## src/rtl/fifo_write_arbiter_if.sv

```systemverilog
`default_nettype none
// ============================================================================
// Module      : fifo_write_arbiter_if
// Description : Producer handshake bus and FIFO write port of the arbiter.
// Revision    : 1.0 - initial release
// ============================================================================
interface fifo_write_arbiter_if #(
    parameter int DATA_WIDTH = 8,
    parameter int NUM_REQ    = 4,
    parameter int ID_W       = $clog2(NUM_REQ)
);
    logic [NUM_REQ-1:0]            req_valid;
    logic [NUM_REQ*DATA_WIDTH-1:0] req_data;
    logic [NUM_REQ-1:0]            req_ready;
    logic                          fifo_full;
    logic                          w_en;
    logic [DATA_WIDTH-1:0]         data_in;
    logic                          grant_valid;
    logic [ID_W-1:0]               grant_id;
    logic [15:0]                   xfer_count;

    // master: producers plus FIFO status; slave: the arbiter itself
    modport master (
        output req_valid, req_data, fifo_full,
        input  req_ready, w_en, data_in, grant_valid, grant_id, xfer_count
    );

    modport slave (
        input  req_valid, req_data, fifo_full,
        output req_ready, w_en, data_in, grant_valid, grant_id, xfer_count
    );
endinterface
`default_nettype wire

```

## src/rtl/fifo_write_arbiter.sv

```systemverilog
`default_nettype none
// ============================================================================
// Module      : fifo_write_arbiter
// Description : Round-robin burst arbiter sharing one FIFO write port.
// Revision    : 1.0 - initial release
// ============================================================================
module fifo_write_arbiter #(
    parameter int DATA_WIDTH = 8,
    parameter int NUM_REQ    = 4,
    parameter int BURST_LEN  = 4,
    parameter int ID_W       = $clog2(NUM_REQ)
) (
    input  wire logic           clk,
    input  wire logic           rst_n,
    fifo_write_arbiter_if.slave bus
);

    typedef enum logic [0:0] {
        S_IDLE  = 1'b0,
        S_BURST = 1'b1
    } state_t;

    localparam logic [7:0]    c_BURST_LEN = 8'(BURST_LEN);
    localparam logic [ID_W:0] c_NUM_REQ   = (ID_W+1)'(NUM_REQ);

    state_t              r_state_q, w_state_d;
    logic [ID_W-1:0]     r_owner_q, w_owner_d;
    logic [ID_W-1:0]     r_rr_ptr_q, w_rr_ptr_d;
    logic [7:0]          r_burst_cnt_q, w_burst_cnt_d;
    logic [15:0]         r_xfer_count_q, w_xfer_count_d;

    logic [ID_W-1:0]       w_sel;
    logic                  w_grant_valid;
    logic                  w_xfer;
    logic [NUM_REQ-1:0]    w_ready;
    logic [DATA_WIDTH-1:0] w_words [NUM_REQ];

    // (ptr + k) modulo NUM_REQ, for k in 0..NUM_REQ-1
    function automatic logic [ID_W-1:0] wrap_add(input logic [ID_W-1:0] ptr, input int k);
        logic [ID_W:0] s;
        s = {1'b0, ptr} + (ID_W+1)'(k);
        if (s >= c_NUM_REQ) begin
            s = s - c_NUM_REQ;
        end
        return s[ID_W-1:0];
    endfunction

    for (genvar i = 0; i < NUM_REQ; i++) begin : g_unpack
        assign w_words[i] = bus.req_data[i*DATA_WIDTH +: DATA_WIDTH];
    end

    // Descending scan so the last hit, i.e. the closest to rr_ptr, wins
    always_comb begin
        w_sel         = r_owner_q;
        w_grant_valid = bus.req_valid[r_owner_q];
        if (r_state_q == S_IDLE) begin
            w_sel         = r_rr_ptr_q;
            w_grant_valid = |bus.req_valid;
            for (int k = NUM_REQ - 1; k >= 0; k--) begin
                if (bus.req_valid[wrap_add(r_rr_ptr_q, k)]) begin
                    w_sel = wrap_add(r_rr_ptr_q, k);
                end
            end
        end
    end

    assign w_xfer = w_grant_valid & ~bus.fifo_full;

    always_comb begin
        w_ready = '0;
        for (int i = 0; i < NUM_REQ; i++) begin
            if (w_sel == ID_W'(i)) begin
                w_ready[i] = 1'b1;
            end
        end
    end

    // Outputs are gated by rst_n so they clear the moment reset asserts
    assign bus.w_en        = rst_n & w_xfer;
    assign bus.req_ready   = w_ready & {NUM_REQ{rst_n & w_xfer}};
    assign bus.grant_valid = rst_n & w_grant_valid;
    assign bus.grant_id    = (rst_n && w_grant_valid) ? w_sel : '0;
    assign bus.data_in     = (rst_n && w_grant_valid) ? w_words[w_sel] : '0;
    assign bus.xfer_count  = r_xfer_count_q;

    always_comb begin
        w_state_d      = r_state_q;
        w_owner_d      = r_owner_q;
        w_rr_ptr_d     = r_rr_ptr_q;
        w_burst_cnt_d  = r_burst_cnt_q;
        w_xfer_count_d = r_xfer_count_q + 16'(w_xfer);
        case (r_state_q)
            S_IDLE: begin
                if (w_xfer) begin
                    if (BURST_LEN == 1) begin
                        w_rr_ptr_d = wrap_add(w_sel, 1);
                    end else begin
                        w_state_d     = S_BURST;
                        w_owner_d     = w_sel;
                        w_burst_cnt_d = 8'd1;
                    end
                end
            end
            S_BURST: begin
                if (w_xfer) begin
                    if (r_burst_cnt_q + 8'd1 == c_BURST_LEN) begin
                        w_state_d  = S_IDLE;
                        w_rr_ptr_d = wrap_add(r_owner_q, 1);
                    end else begin
                        w_burst_cnt_d = r_burst_cnt_q + 8'd1;
                    end
                end else if (!bus.req_valid[r_owner_q]) begin
                    // owner withdrew: burst ends, this cycle is a bubble
                    w_state_d  = S_IDLE;
                    w_rr_ptr_d = wrap_add(r_owner_q, 1);
                end
            end
            default: w_state_d = S_IDLE;
        endcase
    end

    always_ff @(posedge clk or negedge rst_n) begin
        if (!rst_n) begin
            r_state_q      <= S_IDLE;
            r_owner_q      <= '0;
            r_rr_ptr_q     <= '0;
            r_burst_cnt_q  <= '0;
            r_xfer_count_q <= '0;
        end else begin
            r_state_q      <= w_state_d;
            r_owner_q      <= w_owner_d;
            r_rr_ptr_q     <= w_rr_ptr_d;
            r_burst_cnt_q  <= w_burst_cnt_d;
            r_xfer_count_q <= w_xfer_count_d;
        end
    end

endmodule
`default_nettype wire

```

## src/flat_wrapper.sv

```systemverilog
// flat-port wrapper written by rule: the top's interface ports become plain ports
module fifo_write_arbiter_flat 
#(
    parameter int DATA_WIDTH = 8,
    parameter int NUM_REQ    = 4,
    parameter int BURST_LEN  = 4,
    parameter int ID_W       = $clog2(NUM_REQ)
)
  (clk, rst_n, bus_req_valid, bus_req_data, bus_fifo_full, bus_req_ready, bus_w_en, bus_data_in, bus_grant_valid, bus_grant_id, bus_xfer_count);
  fifo_write_arbiter_if #(.DATA_WIDTH(DATA_WIDTH), .NUM_REQ(NUM_REQ), .ID_W(ID_W)) bus_i ();
  input  wire logic clk;
  input  wire logic rst_n;
  input wire logic [$bits(bus_i.req_valid)-1:0] bus_req_valid;
  input wire logic [$bits(bus_i.req_data)-1:0] bus_req_data;
  input wire logic [$bits(bus_i.fifo_full)-1:0] bus_fifo_full;
  output wire logic [$bits(bus_i.req_ready)-1:0] bus_req_ready;
  output wire logic [$bits(bus_i.w_en)-1:0] bus_w_en;
  output wire logic [$bits(bus_i.data_in)-1:0] bus_data_in;
  output wire logic [$bits(bus_i.grant_valid)-1:0] bus_grant_valid;
  output wire logic [$bits(bus_i.grant_id)-1:0] bus_grant_id;
  output wire logic [$bits(bus_i.xfer_count)-1:0] bus_xfer_count;
  assign bus_i.req_valid = bus_req_valid;
  assign bus_i.req_data = bus_req_data;
  assign bus_i.fifo_full = bus_fifo_full;
  assign bus_req_ready = bus_i.req_ready;
  assign bus_w_en = bus_i.w_en;
  assign bus_data_in = bus_i.data_in;
  assign bus_grant_valid = bus_i.grant_valid;
  assign bus_grant_id = bus_i.grant_id;
  assign bus_xfer_count = bus_i.xfer_count;
  fifo_write_arbiter #(.DATA_WIDTH(DATA_WIDTH), .NUM_REQ(NUM_REQ), .BURST_LEN(BURST_LEN), .ID_W(ID_W)) u_core (.clk(clk), .rst_n(rst_n), .bus(bus_i));
endmodule
```

## config.mk

```make
export PLATFORM = sky130hd
export DESIGN_NAME = fifo_write_arbiter_flat
export DESIGN_NICKNAME = d
export VERILOG_FILES = /design/src/rtl/fifo_write_arbiter_if.sv /design/src/rtl/fifo_write_arbiter.sv /design/src/flat_wrapper.sv
export SDC_FILE = /design/constraint.sdc
export NUM_CORES = 1
export LEC_CHECK = 0
export BUFFER_PORTS_ARGS = -buffer_cell sky130_fd_sc_hd__buf_4
export CAP_MARGIN = 20
export CORE_UTILIZATION = 44
export CTS_CLUSTER_SIZE = 28
export DETAILED_ROUTE_END_ITERATION = 8
export PLACE_DENSITY = 0.81
export SKIP_CTS_REPAIR_TIMING = 1
export SLEW_MARGIN = 20
export SYNTH_ARGS = -nofsm -noshare
export SYNTH_HDL_FRONTEND = slang
export SYNTH_SLANG_ARGS = --single-unit
```

## constraint.sdc

```tcl
create_clock -name clk -period 2.4 [get_ports clk]
set_input_delay 0.48 -clock clk [delete_from_list [all_inputs] [get_ports clk]]
set_output_delay 0.48 -clock clk [all_outputs]
set_load 0.1 [all_outputs]
```

Yosys cells after proc, flatten, opt, wreduce, memory -nomap -nowiden
Index checks and enable logic that the tools add are counted.
Widths: inputs -> output; s select.
- register bits: 29
- bits in latches: 0
- bits in writable memories: 0
- memory bits (read-only): 0
- input port bits: 39
- logic and storage cells: 95
- memories: 0
- add/subtract/negate cells: 11
- $mul: 0
- divide/modulo/power cells: 0
- magnitude comparators: 11
- equality and inequality tests: 9
- shift operators: 0
- multiplexer cells: 46
- bitwise logic cells: 7
- reduce and logical (&&, ||, !) cells: 6
- operator list (kind ; count):
    $mux 8 ; 6
    $mux 2 ; 18
    $add 16x1->16 ; 1
    $bmux 8 s2 ; 1
    $pmux 8 s2 ; 1
    $ge 3x3->1 const B ; 5
    $lt 2x3->1 const B ; 5
    $mux 1 ; 14
    $bmux 1 s2 ; 5
    $sub 2x1->2 const B ; 5
    $add 8x1->8 const B ; 1
    $eq 8x3->1 const B ; 1
    $add 2x1->3 const B ; 2
    $add 2x2->3 const B ; 2
    $ne 2x2->1 const B ; 3
    $reduce_and 3->1 ; 2
    $and 4x4->4 ; 1
    $eq 2x2->1 const B ; 2
    $ne 2x1->1 const B ; 2
    $reduce_or 4->1 ; 1
    $and 1x1->1 ; 3
    $ge 2x3->1 const B ; 1
    $not 2->3 ; 1
    $eq 2x1->1 const B ; 1
    5 further kinds ; 6

Depth between registers and ports, before layout
- depth after elaboration: 16
- gate-level depth with buffers: 13
- depth with buffers taken out: 11

Least setup slack after synthesis
No wires, ideal clock.
- path kind: input port to output port
- start point: input port bus_req_valid[0]
- end point: output port bus_req_ready[2]
- data arrival time: 3.648 ns
- required time: 1.920 ns
- slack: -1.728 ns
- stages on the path: 6
- buffers on the path: 1
- cell sequence: buf_2 > nor2b_1 > a2111o_1 > a22oi_1 > mux2i_1 > nor3_1
- cells in the longest elaborated chain, start to end: 10
- elaborated cells on any way between the ends: 22
- ends and longest elaborated chain (what ; line ; source):
    from (decl) ; flat_wrapper.sv:13 ; input wire logic [$bits(bus_i.req_valid)-1:0] bus_req_valid;
    $bmux 1 s2 ; fifo_write_arbiter.sv:60 ; if (bus.req_valid[wrap_add(r_rr_ptr_q, k)]) begin
    $mux 1 (not written as such) ; fifo_write_arbiter.sv:60 ;
    $mux 2 (4 in a row) ; fifo_write_arbiter.sv:60 ;
    $mux 2 ; fifo_write_arbiter.sv:56 ; if (r_state_q == S_IDLE) begin
    $eq 2x2->1 ; fifo_write_arbiter.sv:72 ; if (w_sel == ID_W'(i)) begin
    $mux 1 ; fifo_write_arbiter.sv:72 ;
    $and 4x4->4 * ; fifo_write_arbiter.sv:80 ; assign bus.req_ready = w_ready & {NUM_REQ{rst_n & w_xfer}};
    to (decl) ; flat_wrapper.sv:16 ; output wire logic [$bits(bus_i.req_ready)-1:0] bus_req_ready;
Mark *: on every way between the ends. The rest lies on a longest branch, timed or not. The select of a mux whose other input is x is not followed.

Worst setup path after layout
- start point: register u_core.r_owner_q[1]
- end point: output port bus_data_in[2]
- cells in the longest elaborated chain, start to end: 6
- elaborated cells on any way between the ends: 10
- ends and longest elaborated chain (what ; line ; source):
    from (decl) ; fifo_write_arbiter.sv:27 ; logic [ID_W-1:0] r_owner_q, w_owner_d;
    from (signal assigned) ; fifo_write_arbiter.sv:131 ; r_owner_q <= w_owner_d;
    $mux 2 ; fifo_write_arbiter.sv:56 ;
    $not 2->3 (not written as such) ; fifo_write_arbiter.sv:83 ; assign bus.data_in = (rst_n && w_grant_valid) ? w_words[w_sel] : '0;
    $bmux 8 s2 ; fifo_write_arbiter.sv:83 ;
    $mux 8 (not written as such) (2 in a row) ; fifo_write_arbiter.sv:83 ;
    $mux 8 * ; fifo_write_arbiter.sv:83 ;
    to (decl) ; flat_wrapper.sv:18 ; output wire logic [$bits(bus_i.data_in)-1:0] bus_data_in;
Marked as above.

==> impl_metrics.tcl <==
set metrics [dict create \
    required_ps 1920 \
    grt_start_max_net_pins 30 \
    syn_nets 316 \
    cp-end-kind "output pin" \
    grt_pass1_wl_um 10500 \
    ys_async_sr_fraction 1.00 \
    worstMarginPinSlew_ps 773 \
    maxCapViolations 0 \
    cts_tree "built" \
    drc 0 \
    ir_worst_vdd_v 0.00115 \
    vias_per_cell 5.81 \
    crit_arrival_ps 2260 \
    critPathMaxFanout 5 \
    cts_root_buf "clkbuf_8" \
    place_area_sq_um 3320 \
    rsz0062_at_grt "true" \
    globalplace.congestion 0.865 \
    synthTopCellsByArea "dfrtp_1 (31%), mux2_2 (4.3%), o211ai_1 (4.2%)" \
    die_y_um 74.8 \
    synth-edff-count 0 \
    hold_violations 0 \
    crit_start "u_core.r_owner_q[1]$_DFFE_PN0P_" \
    finalWorstSetupSlack_ps -339 \
    dpl.hpwl_um 5040 \
    ys_ff_latch 29 \
    clk_latency_ps 280 \
    cts_inserted_buffers 5 \
    initial_core_util 0.457 \
    grt_overflow_total 0 \
    p_leak_nw 1.68 \
    fin_crit_ps 2740 \
    netlist.area_leader.share 0.311 \
    htreeDepth 2 \
    grt_pass1_vias 2370 \
    syn_to_final_growth_pct 60.4 \
    synth.most_common_cell "dfrtp_1" \
    yosys.area.top_type "dfrtp_1" \
    finClkSkew_ps 6.29 \
    tns_ps -3960 \
    synth_warnings 0 \
    clk_path_buf_depth 2 \
    drt-total-wl_um 7370 \
    path_clk_slew_ps 60 \
    ys_seq_area_frac 0.311 \
    ys_top_cells_by_count "dfrtp_1 (29), nand2_1 (22), nor2_1 (16), o211ai_1 (13)" \
    syn_avg_cell_area_sq_um 8.51 \
    final_cells 455 \
    die_w_um 74.8 \
    finalSetupViolCount 19 \
    synth.cell_area_sq_um 2330 \
    antenna_cells 0 \
    grt_util_all_layers 0.242 \
    antenna_found_initial 0 \
    relSlewSlack 0.478 \
    io_pins 71 \
    via_count 2644 \
    synthFlopType "dfrtp_1" \
    ys_types 57 \
    firstDrtPassIters 4 \
    status "complete, but fails checks" \
    fin_area_sq_um 3740 \
    start_kind "flop" \
    antenna_left 0 \
    drt-initial-drc-count 143 \
    slew_violations 0 \
    final_net_count 427 \
    fin_crit_sh 1.14 \
    dieArea_sq_um 5600 \
    r2r-start "u_core.r_owner_q[1]$_DFFE_PN0P_" \
    placed_cells 440 \
    p_per_area_nw_per_um2 1240 \
    syn_inst 274 \
    fmax_ghz 0.365 \
    drt-wirelength-per-cell_um 16.2 \
    rows 26 \
    violations "negative setup slack" \
    hold_path.class "primary input to asynchronous set/reset pin" \
    cts.sink_count 29 \
    criticalPathCategory "flop to output pin" \
    core_area_sq_um 5110 \
    drive_gt1_frac 0.494 \
    io_buffers 70 \
]
[registers in the layout, indices dropped and copies added (netlist names)]
signal	flops
u_core.r_burst_cnt_q	8
u_core.bus.xfer_count	16
u_core.r_state_q	1
u_core.r_owner_q	2
u_core.r_rr_ptr_q	2
[critical path: stages, from the launching register on]
cell	delay, ps
dfrtp_1	380
mux4_2	520
or2_4	270
buf_12	130
nand2_8	50
clkinvlp_4	110
o211ai_1	140
o211ai_1	160
buf_6	220
[area by class of cell]
cell class	instances	area, sq um
multi-input combinational	217	1740
tap	70	87.6
clock buffer	7	86.3
timing repair buffer	122	1060
inverter	10	43.8
fill	345	1370
sequential	29	731
[cells by family after synthesis]
kind of cell | synth area share
adder cells (fa/ha/maj) | 0.0161
AO/OA/AOI/OAI | 0.228
buffers and inverters | 0.0547
XOR/XNOR | 0.0563
flip-flops | 0.311
multiplexers | 0.0832
AND/OR/NAND/NOR | 0.251
[worst paths after layout]
path	to	slack, ps	cells after the start
max	bus_data_in[2]	-340	8
min	u_core.bus.xfer_count[4]$_DFF_PN0_	270	2
max reg2reg	u_core.bus.xfer_count[14]$_DFF_PN0_	-140	12
min reg2reg	u_core.bus.xfer_count[15]$_DFF_PN0_	470	1
max in group asynchronous	u_core.r_rr_ptr_q[1]$_DFFE_PN0P_	1840	2
min in group clk	u_core.bus.xfer_count[15]$_DFF_PN0_	470	1
[layer usage]
metal | part of all wire | up-vias | track usage
li1 | - | 1236 | -
met1 | 0.40 | 1284 | 0.307
met2 | 0.53 | 119 | 0.409
met3 | 0.065 | 5 | 0.0629
met4 | 0.0050 | 0 | 0.0608
met5 | 0 | - | 0
[metrics by stage]
| step | utilization | hold slack (ps) | setup slack (ps) | total power [mW] |
|---|---|---|---|---|
| after floorplan | - | 184 | -1050 | 2.98 |
| final | 0.732 | 266 | -339 | 4.64 |
| after global routing | 0.732 | 288 | -443 | 4.87 |
| after CTS | 0.666 | 264 | -362 | 4.24 |
| after detailed placement | 0.649 | 475 | -298 | 3.82 |
| after global placement | 0.649 | 464 | -253 | 3.76 |
[cell usage in the layout, fill, tap and decap left out, drive strengths merged, types with 3 or more instances in the layout]
master    n
xnor2    10
a32oi     4
a21oi    13
and3     14
buf     122
nor3     11
and2      5
ha        3
clkbuf    7
nor2     16
a21boi    8
a22o      7
nand3     9
nor4      3
mux2      9
nand2    24
a22oi     6
inv       9
nor3b     3
o211ai   13
nor2b     7
and4      4
dfrtp    29
mux2i     7
xor2      5
o21ai    11
[power breakdown]
group / switching (mW) / leakage (nW) / internal (mW)
Clock: 0.175 / 0.0443 / 0.227
Combinational: 2.07 / 1.27 / 1.28
Sequential: 0.244 / 0.369 / 0.644
Total: 2.48 / 1.68 / 2.15
(Power assumes the default switching activity.)
